$ cat config.mk
export PLATFORM = sky130hd
export DESIGN_NAME = mct_sequencer
export DESIGN_NICKNAME = d
export VERILOG_FILES = /design/src/rtl/mct_pkg.sv /design/src/rtl/mct_gate_apply.sv /design/src/rtl/mct_sequencer.sv
export SDC_FILE = /design/constraint.sdc
export NUM_CORES = 1
export LEC_CHECK = 0
export BUFFER_PORTS_ARGS = -buffer_cell sky130_fd_sc_hd__buf_2
export CAP_MARGIN = 10
export CORE_ASPECT_RATIO = 1.1
export CORE_MARGIN = 1.5
export CORE_UTILIZATION = 55
export CTS_CLUSTER_DIAMETER = 30
export DETAILED_ROUTE_END_ITERATION = 8
export GPL_TIMING_DRIVEN = 1
export PLACE_DENSITY = 0.75
export SLEW_MARGIN = 5
export SYNTH_ARGS = -nofsm -noshare
export SYNTH_HDL_FRONTEND = slang
export SYNTH_SLANG_ARGS = --single-unit
$ cat constraint.sdc
create_clock -name clk -period 2.3 [get_ports clk]
set_input_delay 0.115 -clock clk [delete_from_list [all_inputs] [get_ports clk]]
set_output_delay 0.115 -clock clk [all_outputs]
set_load 0.01 [all_outputs]
$ cat src/rtl/mct_pkg.sv
// Shared types and default sizes for the multi-controlled-Toffoli sequencer family.
package mct_pkg;

  localparam int unsigned MctNBits = 8;
  localparam int unsigned MctDepth = 16;
  localparam int unsigned MctTw    = $clog2(MctNBits);

  typedef struct packed {
    logic                en;
    logic [MctNBits-1:0] ctrl;
    logic [MctTw-1:0]    tgt;
  } gate_t;

  typedef enum logic [1:0] {
    StIdle,
    StRun,
    StDone
  } state_t;

endpackage

$ cat src/rtl/mct_gate_apply.sv
// Combinational application of one MCT gate to a classical register.
module mct_gate_apply
  import mct_pkg::*;
#(
  parameter int unsigned N_BITS = MctNBits,
  parameter int unsigned TW     = $clog2(N_BITS),
  parameter type         gate_t = mct_pkg::gate_t
) (
  input  logic [N_BITS-1:0] bits_in,
  input  gate_t             gate,
  output logic [N_BITS-1:0] bits_out,
  output logic              illegal
);

  logic tgt_ok;

  always_comb begin
    bits_out = bits_in;
    illegal  = 1'b0;
    tgt_ok   = 32'(gate.tgt) < N_BITS;
    if (gate.en) begin
      // A target outside the register, or one that is also a control, makes the gate a NOP.
      if (!tgt_ok) begin
        illegal = 1'b1;
      end else if (gate.ctrl[gate.tgt]) begin
        illegal = 1'b1;
      end else if ((bits_in & gate.ctrl) == gate.ctrl) begin
        bits_out[gate.tgt] = ~bits_in[gate.tgt];
      end
    end
  end

endmodule

$ cat src/rtl/mct_sequencer.sv
// Runs a programmable list of MCT gates over an N_BITS register, forward or in reverse.
module mct_sequencer
  import mct_pkg::*;
#(
  parameter int unsigned N_BITS = MctNBits,
  parameter int unsigned DEPTH  = MctDepth,
  parameter int unsigned TW     = $clog2(N_BITS),
  parameter int unsigned AW     = $clog2(DEPTH)
) (
  input  logic              clk,
  input  logic              rst_n,
  input  logic              prog_we,
  input  logic [AW-1:0]     prog_addr,
  input  logic              prog_en,
  input  logic [N_BITS-1:0] prog_ctrl,
  input  logic [TW-1:0]     prog_tgt,
  input  logic [AW:0]       prog_len,
  input  logic              in_valid,
  output logic              in_ready,
  input  logic [N_BITS-1:0] in_data,
  input  logic              in_reverse,
  output logic              out_valid,
  input  logic              out_ready,
  output logic [N_BITS-1:0] out_data,
  output logic              busy,
  output logic              err
);

  localparam int unsigned LenW = AW + 1;

  typedef struct packed {
    logic              en;
    logic [N_BITS-1:0] ctrl;
    logic [TW-1:0]     tgt;
  } slot_t;

  logic [DEPTH-1:0]  en_q;
  logic [N_BITS-1:0] ctrl_q [DEPTH];
  logic [TW-1:0]     tgt_q  [DEPTH];

  state_t            state_q;
  logic [N_BITS-1:0] reg_q;
  logic [AW-1:0]     ptr_q;
  logic [LenW-1:0]   cnt_q;
  logic              rev_q;
  logic              err_q;
  logic              out_valid_q;
  logic              busy_q;
  logic              in_ready_q;

  logic [LenW-1:0]   len_sat;
  slot_t             cur_gate;
  logic [N_BITS-1:0] reg_next;
  logic              gate_illegal;

  assign len_sat = (prog_len > LenW'(DEPTH)) ? LenW'(DEPTH) : prog_len;

  assign cur_gate.en   = en_q[ptr_q];
  assign cur_gate.ctrl = ctrl_q[ptr_q];
  assign cur_gate.tgt  = tgt_q[ptr_q];

  mct_gate_apply #(
    .N_BITS (N_BITS),
    .TW     (TW),
    .gate_t (slot_t)
  ) u_gate_apply (
    .bits_in  (reg_q),
    .gate     (cur_gate),
    .bits_out (reg_next),
    .illegal  (gate_illegal)
  );

  // Slot payload carries no reset; a cleared enable bit already makes the slot a NOP.
  always_ff @(posedge clk) begin
    if (prog_we && (state_q == StIdle)) begin
      ctrl_q[prog_addr] <= prog_ctrl;
      tgt_q[prog_addr]  <= prog_tgt;
    end
  end

  always_ff @(posedge clk or negedge rst_n) begin
    if (!rst_n) begin
      state_q     <= StIdle;
      en_q        <= '0;
      reg_q       <= '0;
      ptr_q       <= '0;
      cnt_q       <= '0;
      rev_q       <= 1'b0;
      err_q       <= 1'b0;
      out_valid_q <= 1'b0;
      busy_q      <= 1'b0;
      in_ready_q  <= 1'b1;
    end else begin
      unique case (state_q)
        StIdle: begin
          if (prog_we) en_q[prog_addr] <= prog_en;
          if (in_valid) begin
            reg_q      <= in_data;
            err_q      <= 1'b0;
            rev_q      <= in_reverse;
            cnt_q      <= len_sat;
            ptr_q      <= in_reverse ? AW'(len_sat - LenW'(1)) : '0;
            busy_q     <= 1'b1;
            in_ready_q <= 1'b0;
            if (len_sat == '0) begin
              state_q     <= StDone;
              out_valid_q <= 1'b1;
            end else begin
              state_q <= StRun;
            end
          end
        end
        StRun: begin
          reg_q <= reg_next;
          if (gate_illegal) err_q <= 1'b1;
          cnt_q <= cnt_q - LenW'(1);
          if (cnt_q == LenW'(1)) begin
            state_q     <= StDone;
            out_valid_q <= 1'b1;
          end else begin
            ptr_q <= rev_q ? ptr_q - AW'(1) : ptr_q + AW'(1);
          end
        end
        StDone: begin
          if (out_ready) begin
            state_q     <= StIdle;
            out_valid_q <= 1'b0;
            busy_q      <= 1'b0;
            in_ready_q  <= 1'b1;
          end
        end
        default: state_q <= StIdle;
      endcase
    end
  end

  assign in_ready  = in_ready_q;
  assign out_valid = out_valid_q;
  assign out_data  = reg_q;
  assign busy      = busy_q;
  assign err       = err_q;

endmodule

# Yosys cells after proc, flatten, opt, wreduce, memory -nomap -nowiden
# Memories as Yosys holds them, arrays and structs flattened.
# Index checks and enable logic that the tools add are counted.
# totals
regBits,40
memories,2
ram_bits,176
input_bits,35
# mem_list
name,depth,width,read_ports,rd_ports_with_merged_regs,write_ports,line_no,rtl
ctrl_q,16,8,1,0,1,mct_sequencer.sv:38,logic [N_BITS-1:0] ctrl_q [DEPTH];
tgt_q,16,3,1,0,1,mct_sequencer.sv:39,logic [TW-1:0] tgt_q [DEPTH];
# classes
reduce_logical,17
n_lt_le_gt_ge,6
n_mux,46
n_bitwise,2
addsub,4
n_eq_ne,13
# ops
operator,count
$mux W8,4
$mux W1,17
$bwmux W16,1
$mux W4,4
$pmux W8 S2,1
$ne A2 B2 Y1 const B,7
$reduce_and A3 Y1,4
$lt A4 B5 Y1 const B,2
$mux W5,2
$pmux W5 S2,1
$reduce_and A5 Y1,2
$and A8 B8 Y8,1
$bwmux W8,1
$eq A8 B8 Y1,1
$mux W2,4
$pmux W4 S2,1
$sub A4 B1 Y4 const B,2
$bmux W1 S3,2
$pmux W1 S2,3
$pmux W2 S3,1
$reduce_and A2 Y1,3
$eq A5 B1 Y1 const B,1
$gt A5 B5 Y1 const B,1
$logic_not A5 Y1,1
other kinds (17),21

# Logic depth before layout (Yosys ltp)
# Gate-level depths: netlist of run 1.
# An unclocked memory read counts as a cell.
# depth
word_depth,10
mapped_depth,12
ltp_nobuf,8

# Modules after synthesis
# A second synthesis of run 1 with hierarchy kept.
# hier_totals
hier_cells,535
hier_area_um2,9305.2
# modules_own_cells
mod,seq_area_each_um2,area_each_um2,n_inst,cells_each
mct_sequencer,6287.3,8893.5,1,487
mct_gate_apply,0.0,411.6,1,48

# Worst setup path after synthesis of run 1
# Ideal clock, no wire load.
# synth_timing
path_kind,register to register
from,reg state_q[0]
to,reg en_q[0]
arrival_ns,2.454
path_slack_ns,-0.278
path_stages_with_launch,7
setup_time_ns,0.125
t_required_ns,2.175
path_cell_list,dfrtp_1 > clkbuf_1 > nor2_1 > nand2_1 > or3_1 > nor3_1 > mux2_2
# synth_via
elab_chain_cells,2
# synth_lines
element,line_no,rtl
start: declaration,mct_sequencer.sv:41,state_t state_q;
start signal: assignment,mct_sequencer.sv:83,state_q <= StIdle;
start signal: assignment,mct_sequencer.sv:106,state_q <= StDone;
start signal: assignment,mct_sequencer.sv:109,state_q <= StRun;
$logic_not A2 Y1,mct_sequencer.sv:94,unique case (state_q)
$reduce_and A2 Y1 (no source line),-,
end signal: indexed assignment,mct_sequencer.sv:96,if (prog_we) en_q[prog_addr] <= prog_en;
end: declaration,mct_sequencer.sv:37,logic [DEPTH-1:0] en_q;
# Every way passes these cells.
# A chain may end at the register's enable or synchronous reset.

# Final worst setup path of run 1
# layout_timing
from,reg ptr_q[0]
to,reg reg_q[0] (netlist: out_data[0])
# layout_via
elab_chain_cells,10
elab_cells_between_ends,25
# layout_lines
element,line_no,rtl
start: declaration,mct_sequencer.sv:43,logic [AW-1:0] ptr_q;
start signal: assignment,mct_sequencer.sv:102,ptr_q <= in_reverse ? AW'(len_sat - LenW'(1)) : '0;
start signal: assignment,mct_sequencer.sv:121,ptr_q <= rev_q ? ptr_q - AW'(1) : ptr_q + AW'(1);
$mem_v2 Z16 W3,-,
$lt A3 B4 Y1 (not written as such) or $ge A3 B1 Y1 (tied branches),mct_gate_apply.sv:28,bits_out[gate.tgt] = ~bits_in[gate.tgt];
$logic_and A1 B1 Y1 (not written as such),mct_gate_apply.sv:28,
$mux W1 (not written as such),mct_gate_apply.sv:28,
$demux W1 S3,-,
$bwmux W8,mct_gate_apply.sv:28,
$mux W8,mct_gate_apply.sv:27,end else if ((bits_in & gate.ctrl) == gate.ctrl) begin
$mux W8,mct_gate_apply.sv:25,end else if (gate.ctrl[gate.tgt]) begin
$mux W8,mct_gate_apply.sv:21,if (gate.en) begin
$pmux W8 S2,mct_sequencer.sv:94,
end signal: assignment,mct_sequencer.sv:98,reg_q <= in_data;
end signal: assignment,mct_sequencer.sv:114,reg_q <= reg_next;
end: declaration,mct_sequencer.sv:42,logic [N_BITS-1:0] reg_q;
# Parallel ways exist; a longest one is shown, timed or not. The select of a mux whose other input is x is not followed.

==> results of run 1 <==
==> layout by cell type (no fill, tap or decap), drive strengths merged, types with 4 or more instances in the layout <==
master       Yosys  final
and2             4      4
o21ai           15     15
mux4            39     39
bufinv           0      7
mux2i           28     28
nand3            7      7
nor4             6      6
o32ai            4      4
a21boi           4      4
clkinvlp         0      9
nand2           22     22
mux2            18     18
nor3            16     16
inv              8     14
buf             17    132
or2              4      4
a21oi           19     19
nand2b          12     12
edfxtp         176    176
ha               5      5
a2bb2oi          6      6
nor2b            6      6
clkbuf          13     39
dlygate4sd3      0     21
a221oi           5      5
dfrtp           39     39
nor2            40     40
o21a             4      4
==> path summary, 6_finish.rpt <==
path / endpoint / slack, ps / cells past startpoint
hold reg to reg: in_ready / 480 / 2
min in group asynchronous: cnt_q[0] / 310 / 2
setup reg to reg: out_data[0] / -500 / 11
max in group asynchronous: ptr_q[0] / 1280 / 2
hold / removal: cnt_q[3] / 30 / 3
setup / recovery: out_data[0] / -500 / 11
==> registers in the layout, summed over array words and instances, names as in the netlist <==
signal / count
err: 1
en_q: 16
cnt_q: 5
tgt_q: 48
ptr_q: 4
rev_q: 1
in_ready: 1
busy: 1
out_valid: 1
out_data: 8
ctrl_q: 128
state_q: 2
==> synthesized netlist by cell type, types with 4 or more instances <==
master,number
edfxtp_1,176
nor2_1,40
dfrtp_1,39
mux4_2,37
mux2i_1,28
nand2_1,22
mux2_2,18
a21oi_1,16
nor3_1,15
clkbuf_1,13
nand2b_1,12
o21ai_0,11
inv_1,8
nand3_1,7
buf_2,6
nor2b_1,6
a2bb2oi_2,5
ha_1,5
a221oi_1,4
and2_1,4
buf_6,4
nor4_1,4
o21a_1,4
o32ai_1,4
==> through the flow <==
step | cells | setup WS [ps] | setup TNS [ps] | total power [mW]
4_1_cts | 963 | -435 | -3800 | 17.0
3_5_place_dp | 869 | -571 | -5070 | 10.5
2_1_floorplan | 571 | -236 | -1890 | 8.64
3_3_place_gp | 869 | -513 | -4520 | 10.4
5_1_grt | 966 | -581 | -5010 | 18.0
6_report | 966 | -499 | -4300 | 17.3
==> report_power, final <==
part	switching [mW]	internal [mW]	leakage [nW]
Clock	1.92	3.78	0.604
Sequential	0.414	4.61	2.08
Combinational	3.31	3.23	1.80
==> layout make-up <==
cell class | count | area [µm²] | share of cell area (%)
clock buffers | 39 | 933 | 7.60
clock inverters | 25 | 363 | 2.96
inverters | 8 | 30.0 | 0.245
multi-input cells | 317 | 3130 | 25.5
flip-flops and latches | 216 | 6290 | 51.3
well taps | 208 | 260 | 2.12
repair buffers | 153 | 1270 | 10.3
==> critical path: stages (launching register included) <==
cell and delay [ps]:
dfrtp_4 520, buf_12 150, buf_12 140, buf_12 120, mux4_2 480, mux2i_4 240
mux2i_2 130, a2111oi_4 420, nor4_4 80, o21ai_4 180, buf_12 150, a2bb2oi_2 50
==> timing repair <==
| action | CTS | global route |
|---|---|---|
| endpoints found under the hold margin | 195 | 0 |
| endpoints found under the setup margin | 9 | 43 |
| pin swaps | 12 | 10 |
| resized for setup | 31 | 18 |
| hold buffers | 21 | 0 |
| setup buffers | 9 | 3 |
==> cells by family (layout without fill, tap and decap cells) <==
group           after synthesis  after routing  synth area share [%]
compound gates               94             94                  7.91
xor+xnor                      4              4                 0.372
simple gates                128            128                  6.96
mux                          85             85                  14.5
buf+inv                      38            225                  2.58
fa+ha+maj                     6              6                 0.877
flops                       216            216                  66.8
==> metal layers <==
layer  global-route usage [%]  vias to the layer above
met3                     5.65                       67
met1                     35.1                     3082
met5                        0                        -
li1                         -                     2605
met2                     47.6                      253
met4                     12.2                        0
==> flow_summary.yaml, run 1 <==
logic_synthesis:
  syn_area_um2: 9420
  async_flop_share_pct: 18.5
  ys_seq_area_share_pct: 66.8
  avgSynthCellArea_um2: 16.5
  syn_inst: 571
  synth.area.top_cells: "edfxtp_1 (56%), dfrtp_1 (10%), mux4_2 (8.8%)"
  synth_top_area_share_pct: 56.1
  yosys_warnings: 0
  synth_edf_count: 176
  ys_ff_latch: 216
  syn_nets: 612
  ys_types: 75
  ys.flop_type: "edfxtp_1"
  yosysTopAreaCell: "edfxtp_1"
worst_setup_path:
  crit_fanout: 8
  reg2reg_from: "ptr_q[0]"
  critPathLaunch: "ptr_q[0]"
  cp-start-kind: "flip-flop"
  critical_path_class: "reg2reg"
  cp.arrival_ps: 3170
  cp-end-kind: "flip-flop"
  crit_required_ps: 2670
detailed_routing:
  viasPerCell: 6.22
  routed.top_layer: "met4"
  via_count: 6007
  drt_wl_total_um: 24400
  drtIter0Drc: 435
  route.detailed.drc: 0
  met1_length_um: 9340
  first_pass_iters: 5
  wl_met3_um: 1560
  wl_met2_um: 12500
  ant_nets: 0
  post_drt_wl_per_cell_um: 25.2
timing:
  finalMaxSlewViolations: 0
  finalClockSkew_ps: 15.5
  min_period_ps: 2800
  hold_viol_final: 0
  setup_viol: 9
  rsz0062_at_grt: "true"
  slew_headroom_pct: 35.6
  fmax_mhz: 357
  worst_slack_ps: -499
  post-route-period-util_pct: 122
  hold_ws_ps: 29.0
  tightest_slew_ps: 965
clocking:
  clk_pin_slew_ps: 50
  clockBufferDepth: 3
  cts_tree: "yes"
  cts_sinks: 216
  root_buffer: "clkbuf_16"
  cts_inserted_buffers: 36
  h-tree-depth: 2
  clk_latency_ps: 510
floorplan:
  die-area_um2: 17900
  fp-row-count: 50
  io-pin-count: 47
  start_util_pct: 55.7
  core_um2: 16900
  die_y_um: 140
  die_width_um: 128
placed_design:
  dp_hpwl_um: 14600
  place_congestion: 0.888
  dpl-instance-area_um2: 10400
  portBuffers: 46
status:
  violations: "setup timing"
  outcome: "finished, violations left"
grt:
  antenna_found_initial: 0
  grt-ovfl-total: 0
  grt_pass1_vias: 6316
  grtUsageTotal_pct: 28.0
  grt_max_degree: 41
  grt_pass1_wl_um: 37000
pwr:
  leakage_nw: 4.49
  ir_drop_uv: 821
  power_density_nw_per_um2: 1410
job:
  maxCapViolCount: 0
hold_path:
  hold_path_class: "in2reg"
  min_from: "prog_len[3]"
layout:
  area_growth_pct: 30.4
  fillers: 979
  fin_area_um2: 12300
  post-route-util_pct: 72.7
  drive_above_1_share_pct: 40.2
  n_antenna_cell: 0
  nets: 773
(Power assumes the default switching activity.)
==> inputs of run 2 (changes only) <==
--- a/config.mk
+++ b/config.mk
@@ -5,15 +5,16 @@
 export SDC_FILE = /design/constraint.sdc
 export NUM_CORES = 1
 export LEC_CHECK = 0
+export ABC_AREA = 1
 export BUFFER_PORTS_ARGS = -buffer_cell sky130_fd_sc_hd__buf_2
-export CAP_MARGIN = 10
+export CAP_MARGIN = 25
 export CORE_ASPECT_RATIO = 1.1
 export CORE_MARGIN = 1.5
 export CORE_UTILIZATION = 55
 export CTS_CLUSTER_DIAMETER = 30
 export DETAILED_ROUTE_END_ITERATION = 8
 export GPL_TIMING_DRIVEN = 1
-export PLACE_DENSITY = 0.75
+export PLACE_DENSITY = 0.74
 export SLEW_MARGIN = 5
 export SYNTH_ARGS = -nofsm -noshare
 export SYNTH_HDL_FRONTEND = slang
==> run 2 against run 1 <==
  * The run ends with hold timing, setup timing left
  * Combinational power up 5.8%
  * Via count up 34%
  * Cell count up 51%
  * Wire length up 12%
  * Highest routed layer unchanged
==> flow_summary.yaml, run 2 <==
worst_setup_path:
  cp-start-kind: "flip-flop"
  r2r-end: "out_data[1]"
  reg2reg_from: "ptr_q[0]"
  crit_buf_inv: 3
  critical_path_class: "reg2reg"
  reg2reg_depth: 17
  crit_cells: 17
  cp.arrival_ps: 2800
  crit_required_ps: 2710
  crit_top_cell: "nand2_2"
  ff2ff_setup_slack_ps: -100
  crit_chain: "clkinv_8 > buf_12 > buf_4 > o21ai_2 > nand3_2 > nand3_2 > nand2_4 > nand2_2 > nand2_1 > nand2_1 > nand2_1 > nor2_2 > nand2_2 > nand2_4 > nand2_2 > nand2_2 > nand2_2"
  cp-end-kind: "flip-flop"
  cp_top_family: "simple AND/OR/NAND/NOR gates"
  crit_fanout: 8
  crit_end: "out_data[1]"
  slowest_stage: "dfrtp_4"
  critPathMaxStageDelay_ps: 560
  critPathLaunch: "ptr_q[0]"
detailed_routing:
  post_drt_wl_per_cell_um: 18.7
  ant_nets: 0
  route.detailed.drc: 0
  drt_wl_total_um: 27300
  via_count: 8044
  first_pass_iters: 7
  viasPerCell: 5.50
  drtIter0Drc: 867
logic_synthesis:
  ys_seq_area_share_pct: 63.3
  ys_ff_latch: 216
  syn_nets: 1088
  syn_area_um2: 9930
  syn_inst: 1047
  async_flop_share_pct: 18.5
  synth_top_area_share_pct: 53.2
  avgSynthCellArea_um2: 9.48
  ys_top_cells_by_count: "nand2_1 (341), edfxtp_1 (176), inv_1 (149)"
  ys.flop_type: "edfxtp_1"
  yosysTopAreaCell: "edfxtp_1"
  yosysMostFrequentCell: "nand2_1"
  synth.area.top_cells: "edfxtp_1 (53%), nand2_1 (13%), dfrtp_1 (9.8%)"
  synth_edf_count: 176
  yosys_warnings: 0
  ys_types: 37
grt:
  grt_pass1_vias: 8143
  grt_max_degree: 66
  antenna_found_initial: 0
  grtUsageTotal_pct: 28.5
  grt_pass1_wl_um: 41500
  grt-ovfl-total: 0
layout:
  area_growth_pct: 30.9
  n_antenna_cell: 0
  regMostFlops: "ctrl_q"
  final_cell_mix: "nand2_1 (310), edfxtp_1 (176), inv_1 (148)"
  drive_above_1_share_pct: 21.1
  final_common_cell: "nand2_1"
  nets: 1230
  largest_reg_flops: 128
  reg_top3: "ctrl_q (128), tgt_q (48), en_q (16)"
  fillers: 1162
  fin_area_um2: 13000
pwr:
  leakage_nw: 5.77
  power_density_nw_per_um2: 1430
  ir_drop_uv: 675
clocking:
  clk_latency_ps: 530
  h-tree-depth: 2
  cts_sinks: 216
  clockBufferDepth: 3
  cts_inserted_buffers: 43
  cts_tree: "yes"
  root_buffer: "clkbuf_16"
  clk_pin_slew_ps: 50
timing:
  setup_viol: 9
  slew_headroom_pct: 63.0
  post-route-period-util_pct: 104
  hold_viol_final: 1
  finalMaxSlewViolations: 0
  hold_ws_ps: -6.66
  worst_slack_ps: -98.1
  finalClockSkew_ps: 17.0
  rsz0062_at_grt: "true"
  min_period_ps: 2400
  fmax_mhz: 417
  tightest_slew_ps: 554
placed_design:
  dp_hpwl_um: 15300
  dpl-instance-area_um2: 10700
  portBuffers: 46
  place_congestion: 0.831
hold_path:
  hold_path_class: "in2reg"
job:
  maxCapViolCount: 0
status:
  violations: "hold timing, setup timing"
  outcome: "finished, violations left"
floorplan:
  die-area_um2: 18900
  die_y_um: 144
  die_width_um: 131
  io-pin-count: 47
  start_util_pct: 56.2
  fp-row-count: 51
  core_um2: 17700
run 2: cell count changes in the layout (fill, tap and decap cells not counted), sizes merged, moves of 11 or more:
cell,change
mux2,-18
clkinv,+11
nand2b,-12
mux2i,-28
nand2,+321
nor3,-14
nor2,+20
nand3,+137
inv,+146
o21ai,+12
clkbuf,+13
mux4,-39
buf,-22
run 2: repair_timing:
action                                 CTS  global route
buffers inserted                         1             5
pin swaps                                1            18
gates resized for setup                  9            68
setup endpoints to repair                8             9
hold buffers                            26             0
gates cloned                             3             5
endpoints found under the hold margin  204             0
run 2: cell families after synthesis:
family / count (synthesis) / synth area share, %
AO/OA/AOI/OAI: 72 / 4.31
XOR/XNOR: 2 / 0.176
adder cells (fa/ha/maj): 6 / 0.832
buffers and inverters: 198 / 8.43
flip-flops: 216 / 63.3
AND/OR/NAND/NOR: 553 / 22.9
run 2: metal layers:
metal / track usage [%] / vias up / part of all wire [%]
met5: 0 / - / 0
met4: 14.7 / 0 / 4.2
li1: - / 3722 / -
met3: 5.71 / 106 / 8.7
met2: 50.5 / 420 / 50
met1: 33.2 / 3796 / 37
run 2: final cells by class:
type	count	area, µm²	area share [%]
repair inverters	1	8.76	0.0674
inverters	154	591	4.54
repair buffers	139	1200	9.20
clock buffers	49	1120	8.61
well taps	238	298	2.29
multi-input cells	634	3050	23.5
clock inverters	31	440	3.39
flip-flops and latches	216	6290	48.4
run 2: worst min-delay path by stage:
| stage | startpoint | endpoint | slack [ps] | cells past startpoint |
|---|---|---|---|---|
| floorplan | rst_n | busy | -180 | 0 |
| global placement | rst_n | out_data[0] | -40 | 1 |
| detailed placement | rst_n | out_data[0] | -40 | 1 |
| CTS | in_data[2] | out_data[2] | 3 | 5 |
| global route | in_data[2] | out_data[2] | 20 | 5 |
| finish | in_data[2] | out_data[2] | -7 | 5 |
run 2: power breakdown:
group          internal, mW  total (mW)  switching, mW
clock network          4.55        6.65           2.10
logic                  2.63        6.92           4.29
registers              4.65        4.96          0.311
run 2: worst register-to-register path, cell delays in order (launching register included):
cell,delay (ps)
dfrtp_4,560
clkinv_8,140
buf_12,170
buf_4,140
o21ai_2,150
nand3_2,110
nand3_2,110
nand2_4,80
nand2_2,70
nand2_1,50
nand2_1,50
nand2_1,70
nor2_2,140
nand2_2,110
nand2_4,140
nand2_2,80
nand2_2,60
nand2_2,40
run 2: stage by stage:
step                utilization (%)  power [mW]  std cells  worst slack (ps)  setup TNS [ps]
global route                   73.5        19.4       1462              -191           -1550
global placement               60.6        10.5       1343              5.13               0
CTS                            71.5        17.6       1453             0.801               0
detailed placement             60.6        10.6       1343             -43.8            -288
floorplan                         -        8.77       1047               281               0
finish                         73.5        18.5       1462             -98.1            -706
==> inputs of run 3 (changes only) <==
--- a/config.mk
+++ b/config.mk
@@ -10,11 +10,12 @@
 export CAP_MARGIN = 25
 export CORE_ASPECT_RATIO = 1.1
 export CORE_MARGIN = 1.5
-export CORE_UTILIZATION = 55
-export CTS_CLUSTER_DIAMETER = 30
+export CORE_UTILIZATION = 57
+export CTS_BUF_LIST = sky130_fd_sc_hd__clkbuf_8
+export CTS_CLUSTER_SIZE = 8
 export DETAILED_ROUTE_END_ITERATION = 8
 export GPL_TIMING_DRIVEN = 1
-export PLACE_DENSITY = 0.74
+export PLACE_DENSITY = 0.77
 export SLEW_MARGIN = 5
 export SYNTH_ARGS = -nofsm -noshare
 export SYNTH_HDL_FRONTEND = slang
==> run 3 against run 2 <==
  * The flow finishes with violations (setup timing)
  * Critical endpoint is now out_data[0]
  * Largest power group unchanged
  * Sequential cell count unchanged
  * Core utilization decreased by 4.0 points
  * Largest cell class unchanged
  * Clock skew rose by 19 ps
  * Critical path type unchanged
  * Cell area fell by 9.0%
  * Cell count shrank 2.1%
==> flow_summary.yaml, run 3 (synthesized netlist as in run 2, its figures left out) <==
status:
  outcome: "finished, violations left"
  violations: "setup timing"
timing:
  slew_headroom_pct: 47.8
  fmax_mhz: 431
  post-route-period-util_pct: 101
  rsz0062_at_grt: "true"
  worst_slack_ps: -21.1
  hold_viol_final: 0
  finalMaxSlewViolations: 0
  hold_ws_ps: 204
  setup_viol: 5
  tightest_slew_ps: 783
  finalClockSkew_ps: 36.1
  min_period_ps: 2320
  final.setup.tns_ps: -41.8
clocking:
  cts_sinks: 216
  root_buffer: "clkbuf_8"
  clk_pin_slew_ps: 60
  cts_tree: "yes"
  h-tree-depth: 2
  clk_latency_ps: 540
  clockBufferDepth: 3
  cts_inserted_buffers: 36
grt:
  grt_pass1_vias: 7493
  antenna_found_initial: 0
  grt-ovfl-total: 0
  grtUsageTotal_pct: 27.4
  grt_max_degree: 43
  grt_pass1_wl_um: 37800
detailed_routing:
  ant_nets: 0
  via_count: 7732
  viasPerCell: 5.40
  drtIter0Drc: 693
  drt_wl_total_um: 24400
  route.detailed.drc: 0
  post_drt_wl_per_cell_um: 17.0
  first_pass_iters: 5
pwr:
  p_total_mw: 14.2
  leakage_nw: 5.31
  power_density_nw_per_um2: 1200
  ir_drop_uv: 617
layout:
  reg_top3: "ctrl_q (128), tgt_q (48), en_q (16)"
  nets: 1219
  seqCellArea_um2: 6290
  fin_cells: 1432
  area_growth_pct: 19.1
  post-route-util_pct: 69.5
  fillers: 1273
  n_antenna_cell: 0
  final_common_cell: "nand2_1"
  multi_input_comb_area_um2: 2870
  drive_above_1_share_pct: 14.3
  regMostFlops: "ctrl_q"
  final_cell_mix: "nand2_1 (335), edfxtp_1 (176), inv_1 (161)"
  largest_reg_flops: 128
  fin_area_um2: 11800
placed_design:
  dp_cells: 1340
  portBuffers: 46
  place_congestion: 0.871
  dp_slack_ps: -112
  dpl-instance-area_um2: 10700
  dp_hpwl_um: 14900
floorplan:
  die_y_um: 141
  die-area_um2: 18200
  start_util_pct: 58.4
  core_um2: 17000
  io-pin-count: 47
  die_width_um: 129
  fp-row-count: 50
hold_path:
  hold_path_class: "in2reg"
worst_setup_path:
  crit_required_ps: 2710
  cp-start-kind: "flip-flop"
  crit_fanout: 42
  cp-end-kind: "flip-flop"
  cp.arrival_ps: 2730
  critical_path_class: "reg2reg"
job:
  maxCapViolCount: 0
[run 3: cell type report]
type	instances	area share [%]
well taps	234	2.48
repair buffers	136	9.63
inverters	154	4.95
multi-input cells	634	24.2
clock inverters	21	1.20
clock buffers	37	4.31
flip-flops and latches	216	53.2
[run 3: timing repair]
action | CTS | global route
endpoints found under the setup margin | 8 | 9
gates resized for setup | 9 | 12
hold endpoints to repair | 234 | 0
hold buffers | 30 | 0
pin swaps | 0 | 2
gates cloned | 2 | 1
setup buffers | 0 | 1
[run 3: worst paths after layout]
path                               end  slack (ps)    startpoint  cells past startpoint
max reg2reg                out_data[0]         -20      ptr_q[0]                     15
max                        out_data[0]         -20      ptr_q[0]                     15
min in group asynchronous   state_q[1]         220         rst_n                      2
min reg2reg                  out_valid         470     out_valid                      2
min                           en_q[14]         200  prog_addr[3]                      6
max in group asynchronous     en_q[10]        1460         rst_n                      3
[run 3: metal layers]
metal	share of wire, %	global-route usage, %	wire length, µm
met3	8.1	5.77	1990
met2	49	46.3	11900
met4	3.3	11.8	809
met5	0	0	0
met1	40	34.2	9680
[run 3: worst max-delay path, stage by stage (launching register included)]
cell	delay, ps
dfrtp_4	540
buf_12	210
o21ai_0	190
nand2_1	70
nand3_1	80
nand3_1	80
nand2_1	120
nand2_1	110
nor2_1	160
nand3_1	100
nor2_2	120
nand2_2	100
nand2_4	110
nand2_1	70
nand2_1	60
nand2_1	50
[run 3: power by group]
group	total (mW)	leakage (nW)	switching [mW]	internal [mW]
clock network	3.18	0.373	1.47	1.71
logic	6.13	2.87	3.81	2.32
registers	4.92	2.06	0.283	4.64
total	14.2	5.31	5.57	8.67
